## config.mk

```make
export PLATFORM = sky130hd
export DESIGN_NAME = fetch_unit
export DESIGN_NICKNAME = d
export VERILOG_FILES = /design/src/rtl/fetch_unit.sv
export SDC_FILE = /design/constraint.sdc
export NUM_CORES = 1
export LEC_CHECK = 0
export ABC_AREA = 1
export BUFFER_PORTS_ARGS = -buffer_cell sky130_fd_sc_hd__buf_2
export CAP_MARGIN = 10
export CORE_MARGIN = 4
export CORE_UTILIZATION = 44
export CTS_BUF_LIST = sky130_fd_sc_hd__clkbuf_4 sky130_fd_sc_hd__clkbuf_8 sky130_fd_sc_hd__clkbuf_16
export CTS_CLUSTER_DIAMETER = 60
export DETAILED_ROUTE_END_ITERATION = 8
export PLACE_DENSITY = 0.82
export SYNTH_ARGS = -nofsm -noshare
export SYNTH_HDL_FRONTEND = slang
export SYNTH_SLANG_ARGS = --single-unit
```

## constraint.sdc

```tcl
create_clock -name clock -period 3.65 [get_ports clock]
set_clock_uncertainty 0.15 [all_clocks]
set_input_delay 0.365 -clock clock [delete_from_list [all_inputs] [get_ports clock]]
set_output_delay 0.365 -clock clock [all_outputs]
set_load 0.02 [all_outputs]
```

## src/rtl/fetch_unit.sv

```systemverilog
// Instruction-fetch front end: owns the PC, issues single outstanding word reads,
// and hands {instruction, pc} to decode; redirects squash anything in flight.
module fetch_unit #(
  parameter int                    ADDR_WIDTH   = 32,
  parameter int                    DATA_WIDTH   = 32,
  parameter logic [ADDR_WIDTH-1:0] RESET_PC     = '0,
  parameter int                    PC_INCREMENT = 4
) (
  input  logic                  clock,
  input  logic                  reset_n,
  output logic                  imem_req_valid,
  input  logic                  imem_req_ready,
  output logic [ADDR_WIDTH-1:0] imem_req_addr,
  input  logic                  imem_resp_valid,
  input  logic [DATA_WIDTH-1:0] imem_resp_data,
  output logic                  inst_valid,
  input  logic                  inst_ready,
  output logic [DATA_WIDTH-1:0] inst_data,
  output logic [ADDR_WIDTH-1:0] inst_pc,
  input  logic                  redirect_valid,
  input  logic [ADDR_WIDTH-1:0] redirect_pc,
  output logic                  busy
);

  typedef enum logic [1:0] {
    S_REQ   = 2'd0,
    S_WAIT  = 2'd1,
    S_HOLD  = 2'd2,
    S_DRAIN = 2'd3
  } state_t;

  state_t                  state;
  logic [ADDR_WIDTH-1:0]   pc;

  function automatic logic [ADDR_WIDTH-1:0] pc_step(input logic [ADDR_WIDTH-1:0] cur);
    return cur + ADDR_WIDTH'(PC_INCREMENT);
  endfunction

  // A redirect masks both handshakes in the same cycle so nothing stale escapes.
  assign imem_req_addr  = pc;
  assign imem_req_valid = reset_n && (state == S_REQ)  && !redirect_valid;
  assign inst_valid     = reset_n && (state == S_HOLD) && !redirect_valid;
  assign busy           = reset_n && ((state == S_WAIT) || (state == S_DRAIN));

  always_ff @(posedge clock) begin
    if (!reset_n) begin
      state     <= S_REQ;
      pc        <= RESET_PC;
      inst_data <= '0;
      inst_pc   <= '0;
    end else begin
      case (state)
        S_REQ: begin
          if (redirect_valid)      pc    <= redirect_pc;
          else if (imem_req_ready) state <= S_WAIT;
        end
        S_WAIT: begin
          if (redirect_valid) begin
            pc    <= redirect_pc;
            state <= imem_resp_valid ? S_REQ : S_DRAIN;
          end else if (imem_resp_valid) begin
            inst_data <= imem_resp_data;
            inst_pc   <= pc;
            pc        <= pc_step(pc);
            state     <= S_HOLD;
          end
        end
        S_HOLD: begin
          if (redirect_valid) begin
            pc    <= redirect_pc;
            state <= S_REQ;
          end else if (inst_ready) begin
            state <= S_REQ;
          end
        end
        S_DRAIN: begin
          // The response still owed to the squashed request must be swallowed here.
          if (redirect_valid)  pc    <= redirect_pc;
          if (imem_resp_valid) state <= S_REQ;
        end
        default: state <= S_REQ;
      endcase
    end
  end

endmodule

```

==> flow_metrics.py <==
metrics = {
    "synthesis": {
        "synthSimpleGateAreaFrac": 0.317,
        "synth_area_um2": 4530,
        "synth_mux_area_frac": 0,
        "postSynthAreaPerCell_um2": 6.80,
        "yosys.cell_types.count": 33,
        "synth-xor-area-share": 0,
        "ys.flop_type": "dfxtp_1",
        "seq_area_frac_synth": 0.433,
        "yosys_warnings": 0,
        "synth_edf_count": 0,
        "synthArstFlopShare": 0,
        "syn_inst": 667,
        "synth_compound_area_frac": 0.176,
        "synth_fa_ha_area_frac": 0.00276,
        "synth_top_family_by_area": "simple AND/OR/NAND/NOR gates",
        "syn_nets": 738,
        "ys_seq_elements": 98,
    },
    "critical_path": {
        "cp-start-kind": "flop",
        "crit_chain": "inv_1, nand2_4, nor2_8, inv_2, nor2_4, buf_4, nand2_1, nor3_1, nor3_1",
        "crit_family": "simple AND/OR/NAND/NOR gates",
        "end_kind": "flop",
        "critical_path_class": "reg2reg",
        "cpMostUsedCell": "nor3_1",
        "critical_path.max_stage_delay_ns": 0.59,
        "crit_arrival_ns": 2.55,
        "crit_path_max_fanout": 82,
        "worst-path-buf-inv": 3,
        "cp_slowest_cell": "buf_4",
        "cp.required_ns": 3.76,
    },
    "floorplanning": {
        "core_um2": 9910,
        "start_util": 0.458,
        "die_h_um": 110,
        "num_rows": 36,
        "die_w_um": 110,
        "io_pins": 169,
        "die_area_um2": 12000,
    },
    "sta": {
        "max_freq_mhz": 410,
        "drv_slew": 0,
        "setup_viol": 0,
        "period_needed_ns": 2.44,
        "tightest_slew_ns": 1.01,
        "hold_violations": 0,
        "rsz0062_at_grt": "no",
        "slew_headroom": 0.329,
        "timing.final.ws_setup_ns": 1.21,
        "setup_tns_ns": 0,
        "fin_crit_sh": 0.668,
    },
    "route": {
        "first_pass_iters": 5,
        "drc": 0,
        "drtIter0Drc": 360,
        "antenna_left": 0,
        "via_count": 4942,
        "wl_per_cell_um": 14.5,
        "wirelength_mm": 13.8,
        "routed_via_density": 5.19,
    },
    "place": {
        "dpl_worst_slack_ns": 1.01,
        "place_congestion": 0.934,
        "io_buffers": 168,
        "placed_area_um2": 5390,
        "hpwl_mm": 9.81,
    },
    "power_and_ir_drop": {
        "leakagePower_nw": 2.60,
        "ir_drop_mv": 0.259,
        "powerDensity_nw_per_um2": 511,
    },
    "layout": {
        "drive_above_1_share": 0.246,
        "n_antenna_cell": 0,
        "final_nets": 886,
        "area_delta_synth_final_pct": 23.0,
        "utilization": 0.563,
        "stdcell_area_um2": 5580,
    },
    "cts": {
        "post_cts_buffers": 0,
        "clockRootBuffer": "clkbuf_8",
        "clkLatencyLatePin_ns": 0.36,
        "clk_pin_slew_ns": 0.11,
        "cts.repair.resized": 0,
        "tritoncts": "yes",
        "cts.sinks": 98,
        "cts_buffers": 9,
        "htreeDepth": 3,
        "holdBufCountCts": 0,
        "max-clock-path-buffers": 2,
    },
    "global_routing": {
        "grt_pass1_vias": 4532,
        "grt_pass1_wl_mm": 22.1,
        "antenna_found_initial": 1,
        "grt.total_usage": 0.232,
        "grt_overflow": 0,
        "grt_max_degree": 83,
    },
    "run_status": {
        "outcome": "completed",
    },
    "worst_hold_path": {
        "hold_path_class": "in2reg",
    },
    "flow_run": {
        "drv_cap": 0,
    },
}
synthesized netlist by cell type, drive strengths merged, types with 2 or more instances:
library cell | number | area share
o211ai | 5 | 0.0083
a31oi | 2 | 0.0028
or2 | 3 | 0.0041
nand2 | 133 | 0.11
nand4 | 7 | 0.0097
clkbuf | 16 | 0.013
a21oi | 46 | 0.051
nand3 | 32 | 0.035
buf | 18 | 0.025
o21ai | 83 | 0.092
nor3 | 7 | 0.0077
nor2 | 161 | 0.15
o21bai | 2 | 0.0033
inv | 40 | 0.033
a211oi | 7 | 0.014
dfxtp | 98 | 0.43
final cells by class:
type / instances / area (um^2)
Fill cell: 990 / 4330
Multi-Input combinational cell: 494 / 2250
Sequential cell: 98 / 1960
Timing Repair Buffer: 171 / 863
Tap cell: 133 / 166
Inverter: 41 / 154
Clock buffer: 9 / 124
Clock inverter: 7 / 62.6
flip-flops by register name, summed over array words and instances (netlist names):
register	count
inst_pc	32
imem_req_addr	32
state	2
inst_data	32
worst register-to-register path: stages (launching register included):
cell and delay (ns):
dfxtp_1 0.35, inv_1 0.14, nand2_4 0.11, nor2_8 0.32, inv_2 0.16, nor2_4 0.12, buf_4 0.59, nand2_1 0.16
nor3_1 0.17, nor3_1 0.07
cell usage in the layout (no fill, tap or decap), types with 4 or more instances in the layout:
master and count:
buf_2 168, nor2_1 155, nand2_1 132, dfxtp_1 98
o21ai_0 82, a21oi_1 46, inv_1 36, nand3_1 32
clkbuf_8 9, nor3_1 7, nand4_1 7, nor2_4 5
a211oi_1 5, o211ai_1 5, inv_2 4
logic make-up (layout without fill, tap and decap cells):
kind of cell               count (synthesis)  in the layout
AOI/OAI and AO/OA                        148            148
adders and majority gates                  1              1
buffers and inverters                     75            228
DFF                                       98             98
and+or+nand+nor                          345            345
power by group:
part / switching [mW] / leakage, nW / internal [mW] / total (mW)
Combinational: 0.560 / 1.70 / 0.264 / 0.824
Sequential: 0.136 / 0.801 / 1.22 / 1.35
Clock: 0.415 / 0.0923 / 0.261 / 0.676
path summary, 6_finish.rpt:
| path | startpoint | to | slack, ns | depth (start not counted) |
|---|---|---|---|---|
| setup / recovery | state[1] | imem_req_addr[11] | 1.21 | 9 |
| hold / removal | imem_resp_data[18] | inst_data[18] | 0.06 | 3 |
| setup reg to reg | state[1] | imem_req_addr[11] | 1.21 | 9 |
| hold reg to reg | inst_pc[19] | inst_pc[19] | 0.32 | 2 |
layer usage:
layer,up-vias,GRT usage,wire length (um)
met2,222,0.385,6310
met4,2,0.0606,249
met5,-,0,7
met3,24,0.0769,1420
li1,2469,-,-
met1,2225,0.289,5820
stage by stage:
stage | power [mW] | cells | hold WS (ns)
after detailed placement | 2.20 | 937 | 0.303
after global routing | 3.02 | 953 | 0.0367
final | 2.85 | 953 | 0.0591
after floorplan | 1.91 | 667 | 0.350
after CTS | 2.87 | 953 | 0.0451
after global placement | 2.19 | 937 | 0.303
No activity file was read; power rests on OpenSTA's default activity.
